## src/rtl/ss_entrada_pkg.sv

```systemverilog
`default_nettype none
// ============================================================================
//  Module   : ss_entrada_pkg
//  Purpose  : Shared types and default parameter values for the operand-entry
//             subsystem (synchronisers, button debounce, operand capture).
//  Contents : estado_t    - capture FSM state (IDLE: no data, HOLD: data valid)
//             DEF_*       - default parameter values used by the modules
//  Revision : 1.0 - initial release
// ============================================================================
package ss_entrada_pkg;

    typedef enum logic [0:0] {
        IDLE = 1'b0,
        HOLD = 1'b1
    } estado_t;

    localparam int DEF_WIDTH           = 4;
    localparam int DEF_SYNC_STAGES     = 2;
    localparam int DEF_DEBOUNCE_CYCLES = 16;

endpackage : ss_entrada_pkg
`default_nettype wire

```

## src/rtl/ss_entrada_captura_antirrebote.sv

```systemverilog
`default_nettype none
// ============================================================================
//  Module   : antirrebote
//  Purpose  : Synchronises the raw push-button into the clk domain, filters it
//             and emits a one-cycle pulse when the filtered level rises.
//  Macro    : SS_ENTRADA_DEBOUNCE_EN - defined: a level change is accepted only
//             after DEBOUNCE_CYCLES consecutive differing samples.
//             Undefined: the filtered level simply follows the synchronised one.
//  Ports    : clk     - system clock
//             rst     - asynchronous reset, active-low
//             i_boton - raw asynchronous button, active-high
//             o_db    - filtered button level
//             o_rise  - one-cycle pulse after o_db goes 0->1
//  Revision : 1.0 - initial release
// ============================================================================
module antirrebote
    import ss_entrada_pkg::*;
#(
    parameter int SYNC_STAGES     = DEF_SYNC_STAGES
`ifdef SS_ENTRADA_DEBOUNCE_EN
   ,parameter int DEBOUNCE_CYCLES = DEF_DEBOUNCE_CYCLES
`endif
) (
    input  logic clk,
    input  logic rst,
    input  logic i_boton,
    output logic o_db,
    output logic o_rise
);

    logic [SYNC_STAGES-1:0] r_sync;
    logic                   w_btn_s;
    logic                   r_db;
    logic                   r_db_q;

    always_ff @(posedge clk or negedge rst) begin
        if (!rst) begin
            r_sync <= '0;
        end else begin
            r_sync <= {r_sync[SYNC_STAGES-2:0], i_boton};
        end
    end

    assign w_btn_s = r_sync[SYNC_STAGES-1];

`ifdef SS_ENTRADA_DEBOUNCE_EN
    // A width of at least one keeps the counter legal when DEBOUNCE_CYCLES is 1.
    localparam int               c_cnt_w   = (DEBOUNCE_CYCLES > 1) ? $clog2(DEBOUNCE_CYCLES) : 1;
    localparam logic [c_cnt_w-1:0] c_cnt_max = c_cnt_w'(DEBOUNCE_CYCLES - 1);

    logic [c_cnt_w-1:0] r_cnt;

    // The counter tracks how many consecutive samples have disagreed with the
    // accepted level; any agreeing sample restarts the run.
    always_ff @(posedge clk or negedge rst) begin
        if (!rst) begin
            r_db  <= 1'b0;
            r_cnt <= '0;
        end else if (w_btn_s == r_db) begin
            r_cnt <= '0;
        end else if (r_cnt == c_cnt_max) begin
            r_db  <= w_btn_s;
            r_cnt <= '0;
        end else begin
            r_cnt <= r_cnt + 1'b1;
        end
    end
`else
    always_ff @(posedge clk or negedge rst) begin
        if (!rst) begin
            r_db <= 1'b0;
        end else begin
            r_db <= w_btn_s;
        end
    end
`endif

    always_ff @(posedge clk or negedge rst) begin
        if (!rst) begin
            r_db_q <= 1'b0;
        end else begin
            r_db_q <= r_db;
        end
    end

    assign o_db   = r_db;
    assign o_rise = r_db & ~r_db_q;

endmodule : antirrebote
`default_nettype wire

```

## src/rtl/ss_entrada_captura.sv

```systemverilog
`default_nettype none
// ============================================================================
//  Module   : ss_entrada_captura
//  Purpose  : Operand-entry front end for the Booth multiplier. Synchronises
//             operands A/B and the push-button, debounces the button and
//             captures both operands on each press, offering them to the core
//             through a valid/ready handshake. Presses arriving while a capture
//             is still pending are dropped and flagged on ovr.
//  Macro    : SS_ENTRADA_DEBOUNCE_EN - enables the button debounce counter;
//             when undefined DEBOUNCE_CYCLES has no effect.
//  Ports    : clk    - system clock
//             rst    - asynchronous reset, active-low
//             A, B   - raw asynchronous operands (WIDTH bits)
//             boton  - raw asynchronous push-button, active-high
//             ready  - core accepts the operands this cycle
//             valid  - captured operands available
//             _A, _B - captured operands
//             ovr    - one-cycle pulse: press dropped, capture still pending
//  Revision : 1.0 - initial release
// ============================================================================
module ss_entrada_captura
    import ss_entrada_pkg::*;
#(
    parameter int WIDTH           = DEF_WIDTH,
    parameter int SYNC_STAGES     = DEF_SYNC_STAGES,
    parameter int DEBOUNCE_CYCLES = DEF_DEBOUNCE_CYCLES
) (
    input  logic             clk,
    input  logic             rst,
    input  logic [WIDTH-1:0] A,
    input  logic [WIDTH-1:0] B,
    input  logic             boton,
    input  logic             ready,
    output logic             valid,
    output logic [WIDTH-1:0] _A,
    output logic [WIDTH-1:0] _B,
    output logic             ovr
);

    if (WIDTH < 2 || SYNC_STAGES < 2 || DEBOUNCE_CYCLES < 1) begin : g_param_check
        $error("ss_entrada_captura: illegal parameter combination");
    end

    logic [WIDTH-1:0] r_sync_a [SYNC_STAGES];
    logic [WIDTH-1:0] r_sync_b [SYNC_STAGES];
    logic [WIDTH-1:0] w_a_s;
    logic [WIDTH-1:0] w_b_s;
    logic             w_db;
    logic             w_rise;
    logic             w_press;
    estado_t          r_estado;
    estado_t          w_estado_next;
    logic             w_load;
    logic             w_ovr_next;
    logic             r_ovr;
    logic [WIDTH-1:0] r_op_a;
    logic [WIDTH-1:0] r_op_b;

    // ------------------------------------------------------------------
    // Operand synchronisers. Multi-bit values are only sampled on a press,
    // long after they have settled, so per-bit chains are sufficient.
    // ------------------------------------------------------------------
    always_ff @(posedge clk or negedge rst) begin
        if (!rst) begin
            for (int i = 0; i < SYNC_STAGES; i++) begin
                r_sync_a[i] <= '0;
                r_sync_b[i] <= '0;
            end
        end else begin
            r_sync_a[0] <= A;
            r_sync_b[0] <= B;
            for (int i = 1; i < SYNC_STAGES; i++) begin
                r_sync_a[i] <= r_sync_a[i-1];
                r_sync_b[i] <= r_sync_b[i-1];
            end
        end
    end

    assign w_a_s = r_sync_a[SYNC_STAGES-1];
    assign w_b_s = r_sync_b[SYNC_STAGES-1];

    antirrebote #(
        .SYNC_STAGES     (SYNC_STAGES)
`ifdef SS_ENTRADA_DEBOUNCE_EN
       ,.DEBOUNCE_CYCLES (DEBOUNCE_CYCLES)
`endif
    ) u_antirrebote (
        .clk     (clk),
        .rst     (rst),
        .i_boton (boton),
        .o_db    (w_db),
        .o_rise  (w_rise)
    );

    // The rise pulse only exists while the filtered level is high; tying the
    // event to the level keeps a press meaningful only for an accepted press.
    assign w_press = w_rise & w_db;

    // ------------------------------------------------------------------
    // Capture FSM
    // ------------------------------------------------------------------
    always_ff @(posedge clk or negedge rst) begin
        if (!rst) begin
            r_estado <= IDLE;
            r_ovr    <= 1'b0;
            r_op_a   <= '0;
            r_op_b   <= '0;
        end else begin
            r_estado <= w_estado_next;
            r_ovr    <= w_ovr_next;
            if (w_load) begin
                r_op_a <= w_a_s;
                r_op_b <= w_b_s;
            end
        end
    end

    always_comb begin
        w_estado_next = r_estado;
        w_load        = 1'b0;
        w_ovr_next    = 1'b0;
        case (r_estado)
            IDLE: begin
                if (w_press) begin
                    w_load        = 1'b1;
                    w_estado_next = HOLD;
                end
            end
            HOLD: begin
                if (w_press) begin
                    // A transfer on the same edge frees the slot, so the new
                    // press is taken instead of being dropped.
                    if (ready) begin
                        w_load = 1'b1;
                    end else begin
                        w_ovr_next = 1'b1;
                    end
                end else if (ready) begin
                    w_estado_next = IDLE;
                end
            end
            default: w_estado_next = IDLE;
        endcase
    end

    assign valid = (r_estado == HOLD);
    assign _A    = r_op_a;
    assign _B    = r_op_b;
    assign ovr   = r_ovr;

endmodule : ss_entrada_captura
`default_nettype wire

```

## config.mk

```make
export PLATFORM = sky130hd
export DESIGN_NAME = ss_entrada_captura
export DESIGN_NICKNAME = d
export VERILOG_FILES = /design/src/rtl/ss_entrada_pkg.sv /design/src/rtl/ss_entrada_captura_antirrebote.sv /design/src/rtl/ss_entrada_captura.sv
export SDC_FILE = /design/constraint.sdc
export NUM_CORES = 1
export LEC_CHECK = 0
export ABC_AREA = 1
export BUFFER_PORTS_ARGS = -buffer_cell sky130_fd_sc_hd__buf_2
export CAP_MARGIN = 20
export CORE_MARGIN = 10
export CORE_UTILIZATION = 40
export CTS_CLUSTER_DIAMETER = 120
export DETAILED_ROUTE_END_ITERATION = 12
export SLEW_MARGIN = 40
export SYNTH_ARGS = -nofsm -noshare
export SYNTH_HDL_FRONTEND = slang
export SYNTH_SLANG_ARGS = --single-unit
```

## constraint.sdc

```tcl
create_clock -name clk -period 1.3 [get_ports clk]
set_clock_uncertainty 0.2 [all_clocks]
set_input_delay 0.195 -clock clk [delete_from_list [all_inputs] [get_ports clk]]
set_output_delay 0.195 -clock clk [all_outputs]
set_load 0.01 [all_outputs]
```

==> results of run 1 <==
[cells in the mapped netlist]
library cell,instances,area (um^2)
buf_4,1,7.51
dfrtp_1,30,751
inv_1,2,7.51
inv_2,1,3.75
nand2_1,17,63.8
nand2_2,1,6.26
nand2_4,1,11.3
nand3_1,8,40.0
nor2_1,1,3.75
nor2_8,1,20.0
[cell type report]
cell class	instances	area, um^2	area share (%)
clock buffer	6	51.3	4.05
clock inverter	2	60.1	4.74
inverter	3	11.3	0.889
multi-input combinational	29	145	11.5
sequential	30	751	59.3
tap	28	35.0	2.77
timing repair buffer	32	213	16.8
[cells by family after synthesis]
kind of cell           Yosys count  synth area share, %
buffers and inverters            4                 2.05
flip-flops                      30                 82.1
AND/OR/NAND/NOR                 29                 15.9
[per-layer routing]
layer / routed length [um] / global-route usage, %
met4: 46 / 6.78
met2: 731 / 13.6
met3: 176 / 4.89
met5: 0 / 0
met1: 518 / 6.53
[what timing repair did]
| item | 4_1_cts | 5_1_grt |
|---|---|---|
| endpoints found under the setup margin | 0 | 0 |
| endpoints found under the hold margin | 39 | 0 |
| hold buffers | 10 | 0 |
[cells in the final DEF, fill, tap and decap left out, drive strengths merged]
master,Yosys,routed
nand2,19,19
nor2,2,2
nand3,8,8
bufinv,0,2
dfrtp,30,30
inv,3,3
buf,1,22
clkbuf,0,6
dlygate4sd3,0,10
[power by group]
group	switching [uW]	total (uW)	internal (uW)
logic	101	186	84.9
registers	33.6	1040	1010
clock network	301	952	651
total	435	2180	1740
[through the flow]
stage	total power, uW	utilization (%)	setup slack, ns	hold slack, ns
finish	2180	57.8	0.0451	0.0699
CTS	2210	57.8	0.0261	0.0615
floorplan	1130	-	0.215	-0.301
global placement	1220	48.1	0.175	0.00920
global route	2280	57.8	0.00421	0.0880
detailed placement	1230	48.1	0.148	0.0114
[sequential cells by signal, summed over array words and instances, names as in the netlist]
register              flops
w_a_s                     4
ovr                       1
u_antirrebote.r_sync      2
u_antirrebote.r_db_q      1
w_b_s                     4
_A                        4
valid                     1
r_sync_b                  4
u_antirrebote.o_db        1
r_sync_a                  4
_B                        4
[final timing paths]
kind | endpoint | slack [ns] | cells past startpoint | startpoint
hold reg to reg | w_a_s[3]$_DFF_PN0_ | 0.15 | 0 | r_sync_a[7]$_DFF_PN0_
min in group asynchronous | w_a_s[3]$_DFF_PN0_ | 0.20 | 3 | rst
setup / recovery | valid | 0.05 | 1 | valid$_DFF_PN0_
hold / removal | valid$_DFF_PN0_ | 0.07 | 4 | ready
setup reg to reg | _B[3]$_DFFE_PN0P_ | 0.14 | 4 | u_antirrebote.r_db_q$_DFF_PN0_
max in group asynchronous | r_sync_b[4]$_DFF_PN0_ | 0.44 | 3 | rst
==> results.yml, run 1 <==
die:
  core_area_mm2: 0.00219
  core.rowCount: 17
  start_util_pct: 41.7
  pin_count: 22
  dieArea_mm2: 0.00460
  die-width_um: 67.8
  dieHeight_um: 67.8
detailed_routing:
  drc: 0
  drtAntennaViolNets: 0
  detail_route.first_pass.iterations: 2
  wl_mm: 1.47
  drt_iter0_drc: 12
  viasPerCell: 4.19
  wl_per_cell_um: 11.3
  dr_total_vias: 545
sta:
  fin_crit_ns: 1.25
  finalHoldViolCount: 0
  finalCritPeriodShare_pct: 96.5
  finalSetupTns_ns: 0
  slew_headroom_pct: 77.0
  slew_violations: 0
  worst_pin_slew_ns: 0.345
  rsz0062_at_grt: "false"
  clock.fmax_ghz: 0.797
  setup_viol: 0
cells_and_area:
  syn_to_final_growth_pct: 38.4
  diodes: 0
  fillers: 190
  drive_above_1_share_pct: 33.3
  layout.cells.non_filler: 130
  postLayoutCellArea_mm2: 0.00127
  nNetsFinal: 113
run_status:
  outcome: "completed"
worst_setup_path:
  required_ns: 0.90
  critPathKind: "reg -> out"
  cp_slowest_cell: "dfrtp_1"
  arrival_ns: 0.86
  crit_chain: "buf_2"
  cp-end-kind: "output pin"
  cp_top_family: "flip-flops"
  path_buf_inv: 1
  slowest_delay_ns: 0.39
  cp-start-kind: "flop"
  crit_path_max_fanout: 2
synth:
  ys_seq_elements: 30
  yosys_warnings: 0
  synth_area_um2: 915
  seq_area_frac_synth_pct: 82.1
  synth_cell_types: 10
  postSynthCellCount: 63
  syn_nets: 75
  avgSynthCellArea_um2: 14.5
clock_tree:
  cts-root-buf: "clkbuf_4"
  clock_path_buffers: 2
  numCtsBuffers: 5
  clk_latency_ns: 0.32
  clk_pin_slew_ns: 0.09
  htreeDepth: 2
  cts_tree: "yes"
  cts_setup_buffers: 0
  clock-sinks: 30
  cts_resized: 0
power_and_ir_drop:
  power_density_mw_per_mm2: 1720
  p_leak_uw: 0.000658
  ir_worst_vdd_uv: 1410
placed_design:
  dp.final_hpwl_um: 970
  placed_cell_area_mm2: 0.00105
  portBuffers: 21
  gp_congestion: 0.748
  place_inst: 112
global_route:
  grt_pass1_wl_mm: 2.63
  grt_overflow: 0
  grt_pass1_vias: 622
  grt_usage_pct: 8.07
  grt_max_degree: 31
  antenna_found_initial: 0
flow_run:
  maxCapViolCount: 0
min_path:
  hp-class: "in -> reg"
Power figures use the tool's default switching activity.
==> run 2, diff against run 1 <==
--- a/config.mk
+++ b/config.mk
@@ -6,7 +6,7 @@
 export NUM_CORES = 1
 export LEC_CHECK = 0
 export ABC_AREA = 1
-export BUFFER_PORTS_ARGS = -buffer_cell sky130_fd_sc_hd__buf_2
+export BUFFER_PORTS_ARGS = -buffer_cell sky130_fd_sc_hd__buf_4
 export CAP_MARGIN = 20
 export CORE_MARGIN = 10
 export CORE_UTILIZATION = 40
==> results.yml, run 2 (synthesized netlist as in run 1, its figures left out) <==
run_status:
  outcome: "completed"
detailed_routing:
  dr_total_vias: 528
  wl_per_cell_um: 10.7
  viasPerCell: 4.09
  drtAntennaViolNets: 0
  drt_iter0_drc: 4
  drc: 0
  detail_route.first_pass.iterations: 3
  wl_mm: 1.38
clock_tree:
  htreeDepth: 2
  cts_setup_buffers: 0
  numCtsBuffers: 5
  cts_tree: "yes"
  cts-root-buf: "clkbuf_4"
  clock_path_buffers: 2
  clk_pin_slew_ns: 0.08
  cts_resized: 0
  clk_latency_ns: 0.31
  clock-sinks: 30
worst_setup_path:
  crit_path_max_fanout: 2
  critPathKind: "reg -> out"
  arrival_ns: 0.86
  slowest_delay_ns: 0.40
  path_buf_inv: 1
  required_ns: 0.90
  crit_chain: "buf_4"
  cp-end-kind: "output pin"
  cp_slowest_cell: "dfrtp_1"
  cp-start-kind: "flop"
  cp_top_family: "flip-flops"
global_route:
  antenna_found_initial: 0
  grt_usage_pct: 7.08
  grt_pass1_vias: 566
  grt_overflow: 0
  grt_max_degree: 31
  grt_pass1_wl_mm: 2.36
sta:
  finalSetupTns_ns: 0
  finalHoldViolCount: 0
  finalCritPeriodShare_pct: 96.3
  setup_viol: 0
  slew_headroom_pct: 76.8
  fin_crit_ns: 1.25
  worst_pin_slew_ns: 0.348
  rsz0062_at_grt: "false"
  clock.fmax_ghz: 0.799
  slew_violations: 0
cells_and_area:
  postLayoutCellArea_mm2: 0.00128
  nNetsFinal: 112
  syn_to_final_growth_pct: 39.8
  mostFrequentLayoutCell: "dfrtp_1"
  drive_above_1_share_pct: 31.7
  layout.cells.non_filler: 129
  layout_common_cells: "30 x dfrtp_1, 21 x buf_4, 17 x nand2_1"
  diodes: 0
placed_design:
  placed_cell_area_mm2: 0.00110
  place_inst: 111
  portBuffers: 21
  gp_congestion: 0.730
min_path:
  hp-class: "in -> reg"
power_and_ir_drop:
  power_density_mw_per_mm2: 1530
  ir_worst_vdd_uv: 914
  p_leak_uw: 0.000648
die:
  start_util_pct: 41.7
  core.rowCount: 17
  core_area_mm2: 0.00219
  pin_count: 22
  dieHeight_um: 67.8
  dieArea_mm2: 0.00460
  die-width_um: 67.8
flow_run:
  maxCapViolCount: 0
==> run 2: power by group <==
part,switching (uW),total [uW],internal (uW)
clock,285,691,406
sequential,37.2,1040,1010
combinational,101,216,115
==> run 2: area by class of cell <==
class,instances,area [um^2]
Timing Repair Buffer,31,258
Sequential cell,30,751
Clock inverter,2,37.5
Inverter,3,11.3
Fill cell,182,912
Clock buffer,6,41.3
Multi-Input combinational cell,29,145
Tap cell,28,35.0
==> run 2: path summary, 6_finish.rpt <==
kind / startpoint / end / slack (ns) / depth (start not counted)
hold reg to reg: r_sync_a[4]$_DFF_PN0_ / w_a_s[0]$_DFF_PN0_ / 0.15 / 0
min in group asynchronous: rst / u_antirrebote.r_sync[0]$_DFF_PN0_ / 0.13 / 2
max in group asynchronous: rst / _A[3]$_DFFE_PN0P_ / 0.51 / 2
hold / removal: ready / ovr$_DFF_PN0_ / 0.08 / 4
setup reg to reg: u_antirrebote.r_db_q$_DFF_PN0_ / _A[0]$_DFFE_PN0P_ / 0.12 / 4
setup / recovery: _A[0]$_DFFE_PN0P_ / _A[0] / 0.05 / 1
==> run 2: per-layer routing <==
layer  vias up  routed length [um]  global-route usage [%]
li1        270                   -                       -
met1       237                 557                    6.88
met2        19                 655                    10.7
met3         2                 153                    6.04
met4         0                  16                    3.02
met5         -                   0                       0
==> run 2: through the flow <==
step | util [%] | setup WS, ns | hold WS (ns) | power, uW
after floorplan | - | 0.215 | -0.301 | 1130
after global placement | 50.2 | 0.174 | -0.0721 | 1260
after detailed placement | 50.2 | 0.141 | -0.0712 | 1260
after CTS | 58.4 | 0.0202 | 0.0631 | 1990
after global routing | 58.4 | 0.00262 | 0.0975 | 2060
final | 58.4 | 0.0483 | 0.0815 | 1950
==> run 2: worst register-to-register path, cell delays in order, from the launching register on <==
cell	delay [ns]
dfrtp_1	0.44
nor2_8	0.20
nand2_4	0.10
nand2_1	0.08
nand2_1	0.05
==> run 2: what timing repair did <==
item	in CTS	in global routing
endpoints found under the hold margin	39	0
setup endpoints to repair	0	0
hold buffers	10	0
==> run 3, diff against run 2 <==
--- a/config.mk
+++ b/config.mk
@@ -12,6 +12,7 @@
 export CORE_UTILIZATION = 40
 export CTS_CLUSTER_DIAMETER = 120
 export DETAILED_ROUTE_END_ITERATION = 12
+export REMOVE_ABC_BUFFERS = 1
 export SLEW_MARGIN = 40
 export SYNTH_ARGS = -nofsm -noshare
 export SYNTH_HDL_FRONTEND = slang
==> results.yml, run 3 (synthesized netlist as in run 1, its figures left out) <==
run_status:
  outcome: "completed"
worst_setup_path:
  cp-startpoint: "_B[2]$_DFFE_PN0P_"
  cp-start-kind: "flop"
  reg2reg_to: "_B[2]$_DFFE_PN0P_"
  critPathKind: "reg -> out"
  reg2reg_depth: 4
  cp_num_cells: 1
  arrival_ns: 0.85
  cp_slowest_cell: "dfrtp_1"
  crit_chain: "buf_6"
  cp-end-kind: "output pin"
  regToRegSetupSlack_ns: 0.14
  slowest_delay_ns: 0.41
  path_buf_inv: 1
  crit_path_max_fanout: 2
  cp_top_family: "flip-flops"
  required_ns: 0.90
  r2r_start: "u_antirrebote.r_db_q$_DFF_PN0_"
global_route:
  grt_pass1_wl_mm: 2.50
  grt_overflow: 0
  grt_max_degree: 31
  grt_pass1_vias: 564
  grt_usage_pct: 7.96
  antenna_found_initial: 0
detailed_routing:
  dr_total_vias: 571
  wl_mm: 1.49
  drt_iter0_drc: 40
  viasPerCell: 4.17
  wl_per_cell_um: 10.9
  drtAntennaViolNets: 0
  drc: 0
  detail_route.first_pass.iterations: 6
cells_and_area:
  layout_common_cells: "30 x dfrtp_1, 21 x buf_4, 17 x nand2_1"
  fillers: 180
  drive_above_1_share_pct: 37.6
  fin_util_pct: 62.5
  diodes: 0
  syn_to_final_growth_pct: 49.7
  mostFrequentLayoutCell: "dfrtp_1"
  layout.cells.non_filler: 137
  nNetsFinal: 120
die:
  die-width_um: 67.8
  core_area_mm2: 0.00219
  start_util_pct: 41.7
  pin_count: 22
  dieHeight_um: 67.8
  core.rowCount: 17
  dieArea_mm2: 0.00460
sta:
  rsz0062_at_grt: "true"
  fin_crit_ns: 1.25
  slew_headroom_pct: 77.1
  whs_ns: 0.0801
  finalCritPeriodShare_pct: 96.0
  setup_viol: 0
  slew_violations: 0
  clock.fmax_ghz: 0.801
  worst_pin_slew_ns: 0.344
  finalHoldViolCount: 0
min_path:
  worstHoldStart: "ready"
  hold_path_depth: 4
  min_to: "valid$_DFF_PN0_"
  hp-class: "in -> reg"
placed_design:
  place_inst: 111
  gp_congestion: 0.713
  portBuffers: 21
clock_tree:
  clk_pin_slew_ns: 0.08
  clk_latency_ns: 0.31
  cts_tree: "yes"
  htreeDepth: 2
  cts-root-buf: "clkbuf_4"
  clock-sinks: 30
  clock_path_buffers: 2
  numCtsBuffers: 5
power_and_ir_drop:
  ir_worst_vdd_uv: 916
  p_leak_uw: 0.000703
  clock_power_share_pct: 32.7
  p_seq_share_pct: 52.4
  pwr-share-comb_pct: 14.9
  power_density_mw_per_mm2: 1460
  p_sw_uw: 439
  p_sw_share_pct: 22.0
  p_int_uw: 1560
flow_run:
  maxCapViolCount: 0
run 3: worst max-delay path by stage:
stage / to / slack, ns
2_1_floorplan: _A[0]$_DFFE_PN0P_ / 0.21
3_3_place_gp: _A[0]$_DFFE_PN0P_ / 0.17
3_5_place_dp: _B[2]$_DFFE_PN0P_ / 0.14
4_1_cts: _A[0] / 0.02
5_1_grt: _B[2] / -0.02
6_report: _B[2] / 0.05
run 3: per-layer routing:
| metal | vias to the layer above | part of all wire [%] | wire length (um) | track usage (%) |
|---|---|---|---|---|
| li1 | 286 | - | - | - |
| met1 | 266 | 36 | 539 | 7.31 |
| met3 | 2 | 8.4 | 126 | 6.04 |
| met4 | 0 | 2.7 | 41 | 8.29 |
| met5 | - | 0 | 0 | 0 |
| met2 | 17 | 53 | 787 | 10.8 |
run 3: layout make-up:
class                   instances  area, um^2  area share, %
clock buffers                   8        78.8           5.76
inverters                       3        11.3          0.823
multi-input cells              29         145           10.6
flip-flops and latches         30         751           54.8
well taps                      28        35.0           2.56
repair buffers                 39         348           25.4
run 3: what timing repair did:
| action | CTS | global route |
|---|---|---|
| resized for setup | 0 | 8 |
| setup endpoints to repair | 0 | 9 |
| endpoints found under the hold margin | 39 | 0 |
| buffers inserted | 0 | 8 |
| hold buffers | 10 | 0 |
run 3: power groups by stage:
| stage | clock network [uW] | registers, uW | logic (uW) |
|---|---|---|---|
| floorplan | 0 | 1080 | 54.1 |
| global placement | 0 | 1060 | 196 |
| detailed placement | 0 | 1060 | 199 |
| CTS | 683 | 1040 | 223 |
| global route | 740 | 1060 | 329 |
| finish | 653 | 1050 | 298 |
run 3: metrics by stage:
stage / total power [uW] / setup TNS [ns] / setup WS [ns] / cell area, um^2
3_3_place_gp: 1260 / 0 / 0.169 / 1100
6_report: 2000 / 0 / 0.0523 / 1370
4_1_cts: 1950 / 0 / 0.0176 / 1280
2_1_floorplan: 1130 / 0 / 0.213 / 907
5_1_grt: 2130 / -0.0501 / -0.0161 / 1370
3_5_place_dp: 1260 / 0 / 0.144 / 1100
